### src/rtl/vga_scan_gen.sv
// Raster timing generator: column/row counters, sync pulses, visible-area flag and frame tick.
// Optional feature macro VGA_PIXDIV2_EN: divide the clock by 2 to get the pixel rate.
module vga_scan_gen #(
  parameter int unsigned H_ACTIVE = 640,
  parameter int unsigned H_FP     = 16,
  parameter int unsigned H_SYNC   = 96,
  parameter int unsigned H_BP     = 48,
  parameter int unsigned V_ACTIVE = 480,
  parameter int unsigned V_FP     = 10,
  parameter int unsigned V_SYNC   = 2,
  parameter int unsigned V_BP     = 33,
  parameter logic        HS_POL   = 1'b0,
  parameter logic        VS_POL   = 1'b0
) (
  input  logic       clk,
  input  logic       rst,
  output logic       pixel_en,
  output logic [9:0] height,
  output logic [9:0] width,
  output logic       hsync,
  output logic       vsync,
  output logic       active,
  output logic       frame_tick
);

  localparam int unsigned H_TOTAL = H_ACTIVE + H_FP + H_SYNC + H_BP;
  localparam int unsigned V_TOTAL = V_ACTIVE + V_FP + V_SYNC + V_BP;

  localparam logic [9:0] H_LAST = 10'(H_TOTAL - 1);
  localparam logic [9:0] V_LAST = 10'(V_TOTAL - 1);
  localparam logic [9:0] H_VIS  = 10'(H_ACTIVE);
  localparam logic [9:0] V_VIS  = 10'(V_ACTIVE);
  localparam logic [9:0] HS_BEG = 10'(H_ACTIVE + H_FP);
  localparam logic [9:0] HS_END = 10'(H_ACTIVE + H_FP + H_SYNC - 1);
  localparam logic [9:0] VS_BEG = 10'(V_ACTIVE + V_FP);
  localparam logic [9:0] VS_END = 10'(V_ACTIVE + V_FP + V_SYNC - 1);

  logic [9:0] r_h;
  logic [9:0] r_v;
  logic       r_hsync;
  logic       r_vsync;
  logic       r_active;
  logic       r_tick;

  logic       w_adv;
  logic       w_h_last;
  logic       w_v_last;
  logic [9:0] w_h_nxt;
  logic [9:0] w_v_nxt;
  logic       w_wrap;

`ifdef VGA_PIXDIV2_EN
  logic r_phase;

  always_ff @(posedge clk) begin
    if (!rst) r_phase <= 1'b0;
    else      r_phase <= ~r_phase;
  end

  assign w_adv = r_phase;
`else
  assign w_adv = 1'b1;
`endif

  assign w_h_last = (r_h == H_LAST);
  assign w_v_last = (r_v == V_LAST);
  assign w_wrap   = w_adv && w_h_last && w_v_last;

  always_comb begin
    w_h_nxt = r_h;
    w_v_nxt = r_v;
    if (w_adv) begin
      if (w_h_last) begin
        w_h_nxt = 10'd0;
        w_v_nxt = w_v_last ? 10'd0 : r_v + 10'd1;
      end else begin
        w_h_nxt = r_h + 10'd1;
      end
    end
  end

  // Flags are derived from the next-state coordinates so they land on the same edge as the counters.
  always_ff @(posedge clk) begin
    if (!rst) begin
      r_h      <= 10'd0;
      r_v      <= 10'd0;
      r_hsync  <= ~HS_POL;
      r_vsync  <= ~VS_POL;
      r_active <= 1'b1;
      r_tick   <= 1'b0;
    end else begin
      r_h      <= w_h_nxt;
      r_v      <= w_v_nxt;
      r_hsync  <= (w_h_nxt >= HS_BEG && w_h_nxt <= HS_END) ? HS_POL : ~HS_POL;
      r_vsync  <= (w_v_nxt >= VS_BEG && w_v_nxt <= VS_END) ? VS_POL : ~VS_POL;
      r_active <= (w_h_nxt < H_VIS) && (w_v_nxt < V_VIS);
      r_tick   <= w_wrap;
    end
  end

  assign pixel_en   = w_adv;
  assign height     = r_h;
  assign width      = r_v;
  assign hsync      = r_hsync;
  assign vsync      = r_vsync;
  assign active     = r_active;
  assign frame_tick = r_tick;

endmodule

### config.mk
export PLATFORM = sky130hd
export DESIGN_NAME = vga_scan_gen
export DESIGN_NICKNAME = d
export VERILOG_FILES = /design/src/rtl/vga_scan_gen.sv
export SDC_FILE = /design/constraint.sdc
export NUM_CORES = 1
export LEC_CHECK = 0
export CORE_MARGIN = 5
export CORE_UTILIZATION = 60
export DETAILED_ROUTE_END_ITERATION = 10
export DONT_BUFFER_PORTS = 1
export GPL_ROUTABILITY_DRIVEN = 1
export HOLD_SLACK_MARGIN = 0.05
export PLACE_DENSITY = 0.8
export SYNTH_ARGS = -nofsm -noshare
export SYNTH_HDL_FRONTEND = slang
export SYNTH_SLANG_ARGS = --single-unit
### constraint.sdc
create_clock -name clk -period 2.2 [get_ports clk]
set_input_delay 0.66 -clock clk [delete_from_list [all_inputs] [get_ports clk]]
set_output_delay 0.66 -clock clk [all_outputs]
set_load 0.02 [all_outputs]
* Word-level counts from Yosys, hierarchy flattened
Cells that the tools add are included.
** Word-level totals
- Output and inout bits :: 25
- Word-level logic and storage cells :: 25
- Bits in registers :: 24
** Cells by class
- Reduce and logical (&&, ||, !) cells :: 4
- Eq/ne operators :: 2
- Add/sub/neg operators :: 2
- Order comparisons :: 6
- Mux-type cells :: 5
** Operator list (count)
- 10-bit 2-to-1 mux :: 3
- 10-bit by 1-bit adder with 10-bit output (second input constant) :: 2
- 10-bit == test (second input constant) :: 2
- 10-bit >= comparator (second input constant) :: 1
- 10-bit by 9-bit >= comparator with 1-bit output (second input constant) :: 1
- 10-bit less-or-equal comparator (second input constant) :: 1
- 10-bit by 9-bit less-or-equal comparator with 1-bit output (second input constant) :: 1
- 10-bit less-than comparator (second input constant) :: 1
- 10-bit by 9-bit less-than comparator with 1-bit output (second input constant) :: 1
- 1-bit logical AND :: 4
- 1-bit 2-to-1 mux :: 2

* Logic depth before layout (Yosys ltp)
- Depth in word-level cells :: 6
- Gate-level depth with buffers :: 7
- Depth with buffers taken out :: 7

* Worst setup path before layout
Ideal clock, no wire load.
- Kind :: register to register
- Start point :: register r_v[0] (netlist: width[0])
- End point :: register r_active (netlist: active)
- Arrival :: 1.989 ns
- Library setup time :: 0.132 ns
- Path buffers :: 0
- Stages on the path, launching flop included :: 7
- Slack :: 0.079 ns
- Clock period less this slack :: 2.121 ns
- Cells stage by stage :: dfxtp_1 > ha_1 > nand3_4 > or3b_1 > a211o_1 > a2111oi_4 > a211oi_2
** On the way
- Cells in the longest elaborated chain, start to end :: 5
- Elaborated cells between the ends (all ways) :: 6
- Classes of those cells :: add/sub (1); order compare (1); eq/ne (1); mux (2); reduce/logical (1)
** RTL lines
- start, declared :: line 39 : logic [9:0] r_v;
- start signal, assigned :: line 93 : r_v <= w_v_nxt;
- 10-bit by 1-bit adder with 10-bit output or 10-bit == test (tied branches) :: line 75, 66
- 10-bit 2-to-1 mux :: line 75 : w_v_nxt = w_v_last ? 10'd0 : r_v + 10'd1;
- 10-bit 2-to-1 mux * :: line 73 : if (w_h_last) begin
- 10-bit by 9-bit less-than comparator with 1-bit output * :: line 96 : r_active <= (w_h_nxt < H_VIS) && (w_v_nxt < V_VIS);
- 1-bit logical AND * :: line 96
- end signal, assigned :: line 96
- end, declared :: line 42 : logic r_active;
Every way passes the cells marked *; elsewhere a longest branch is shown, timed or not.
A chain may end at the register's enable or synchronous reset.

* Worst setup path in the final report
Ends and elaborated chain as after synthesis.

==> run metrics <==
P_int=530 µW; main flop type after synthesis=dfxtp_1; WHS Path Cells=1; PnR worst setup slack=0.105 ns; pre-CTS setup slack=0.149 ns; Post-Syn Nets=173; post-synth top area cell=dfxtp_1; register area=480 µm²; Lkg Pwr=0.000543 µW; clock share of power=28.3%; clock sink total=24; Initial Util=63.1%; num rows=17; Worst R2R Path Depth=6; Die Span Y=58.2 µm; largest net degree at the start of global routing=13; Crit path depth=6; Fmax achieved=477 MHz; Post-CTS Setup Inserts=0; die width=58.2 µm; total power=708 µW; fraction of the cycle the final worst path needs=95.2%; grt met3 use=4.01%; first-pass GRT wire length=5620 µm; synthesized area=0.00140 mm²; Root Driver=clkbuf_4; Worst setup SP type=register; Seq pwr share=63.8%; fin crit period=2.10 ns; drt wl/cell=16.0 µm; initial drt markers=66; Overflow after GRT=0; CORE AREA=0.00221 mm²; routed wire length=3370 µm; post-synth top area share=34.4%; I/O Buffers=0; antenna cells=0; CTS Buf Count=3; buffers and inverters on the worst path=0; power density over cell area=454 mW/mm²; die area=0.00339 mm²; register area share after synthesis=34.4%; CTS tree=done; CTS Buffer Depth=2; Fillers=190; TNS Setup=0 ns; met2 GRT Util=38.1%; Data required, critical path=2.41 ns; Fin Clk Skew=0.0134 ns; Post-synth EDFFs=0; Net Sw Power=178 µW; GRT met1 Usage=24.1%; worst min path class=input port to register; Max VDD drop=0.000372 V; I/O pin count=27; count of cell types in the netlist=53; worst-path cell chain=ha_1, nand3_4, or3b_1, a211o_1, a2111oi_4, a211oi_2; Total Nets Final=190; H-tree Lvls=1; unrepaired setup endpoints after global routing=false; CP endpoint kind=register; share of cells above drive strength 1=17.6%; later-pin clock latency in the skew report=0.33 ns; via count=1337; grt peak-use layer=met2; worst path arrival time=2.31 ns; clock-pin transition on the worst setup and hold timing paths=0.14 ns; top cells by area, synth=dfxtp_1 34%, nor2_1 5.9%, xnor2_1 5.0%; Synthesis Warnings=0; vias in the first global route=1267; Setup-failing EPs final=0; status=finished clean; Mapped Avg Cell Area=8.36 µm²; GPL Wtd Cong=0.926; CTS resizes=0; CP top delay family=compound AO/OA/AOI/OAI gates; antenna viol nets, final=0; Post-DP HPWL=2590 µm; final count of pins violating max slew=0; initial antenna violation count=0; All-Layer GR Usage=21.1%; ys async rst share=0%; Max Cap Violations=0; Fin Hold WS=0.422 ns; Synth Instances=167; Setup CP Type=register to register; CP peak stage delay=0.44 ns; Switching Share=25.2%; crit-path max FO=8; P&R area growth vs syn=11.7%; vias per inst=6.37; cts-stage hold buffer count=0; Final Hold Fails=0; DRC=0; DR pass1 iterations=5; multi-input combinational cell area=823 µm²; Gate power share=7.9%; #FFs+latches synth=24; slowest CP cell=dfxtp_1
metal layers:
| metal | share of wire [%] | vias up |
|---|---|---|
| li1 | - | 625 |
| met2 | 51 | 72 |
| met3 | 8.4 | 10 |
| met5 | 0 | - |
| met1 | 38 | 630 |
| met4 | 2.1 | 0 |
layout make-up:
cell class              instances  share of cell area, %
clock buffers                   3                   1.44
flip-flops and latches         24                   30.8
well taps                      28                   2.25
repair buffers                 21                   10.1
multi-input cells             123                   52.8
inverters                      11                   2.65
cells by family after synthesis:
| kind of cell | synth area share, % |
|---|---|
| AND/OR/NAND/NOR | 30.3 |
| AO/OA/AOI/OAI | 17.9 |
| other | 0.269 |
| adder cells (fa/ha/maj) | 3.58 |
| buffers and inverters | 6.63 |
| XOR/XNOR | 6.90 |
| flip-flops | 34.4 |
layout by cell type (no fill, tap or decap), drive strengths merged, types with 2 or more instances in the layout:
| cell type | count |
|---|---|
| nor4 | 2 |
| clkbuf | 3 |
| dfxtp | 24 |
| nand2 | 10 |
| xor2 | 3 |
| and4 | 2 |
| o21a | 3 |
| a21oi | 5 |
| or3 | 2 |
| buf | 21 |
| inv | 11 |
| nand4 | 7 |
| nor2 | 22 |
| o21ai | 5 |
| a211oi | 2 |
| nand3 | 9 |
| nand2b | 3 |
| and2 | 3 |
| nor3 | 8 |
| ha | 4 |
| and3 | 2 |
| xnor2 | 8 |
stage by stage:
step	utilization, %	cells	cell area, µm²
after floorplan	-	167	1400
after global placement	69.5	207	1540
after detailed placement	69.5	207	1540
after CTS	70.5	210	1560
after global routing	70.5	210	1560
final	70.5	210	1560
power by group through the flow:
stage / registers (µW) / logic [µW] / clock network, µW
after global routing: 453 / 61.8 / 221
after detailed placement: 461 / 56.0 / 0
final: 452 / 55.9 / 200
after global placement: 461 / 54.6 / 0
after floorplan: 472 / 26.2 / 0
after CTS: 452 / 56.3 / 200
state kept, by name (all words and copies together) (netlist names):
signal	cells
frame_tick	1
height	10
vsync	1
width	10
hsync	1
active	1
final timing paths:
check | from | to | slack (ns)
worst max-delay path | width[0] | active | 0.10
worst min register to register | height[9] | height[9] | 0.62
worst min-delay path | rst | active | 0.42
worst max register to register | width[0] | active | 0.10
cells in the mapped netlist (all sizes together), types with 2 or more instances:
library cell,instances
dfxtp,24
nor2,22
inv,11
nand2,10
nand3,9
nor3,8
xnor2,8
buf,7
nand4,7
a21oi,5
o21ai,5
ha,4
and2,3
nand2b,3
o21a,3
xor2,3
a211oi,2
and3,2
and4,2
clkbuf,2
nor4,2
or3,2
worst reg2reg max path: cells and delay by family, from the launching register on:
kind	cells	cell delay (ns)
compound gates	3	0.74
simple gates	2	0.52
flops	1	0.44
fa+ha+maj	1	0.27
Power figures use the tool's default switching activity.
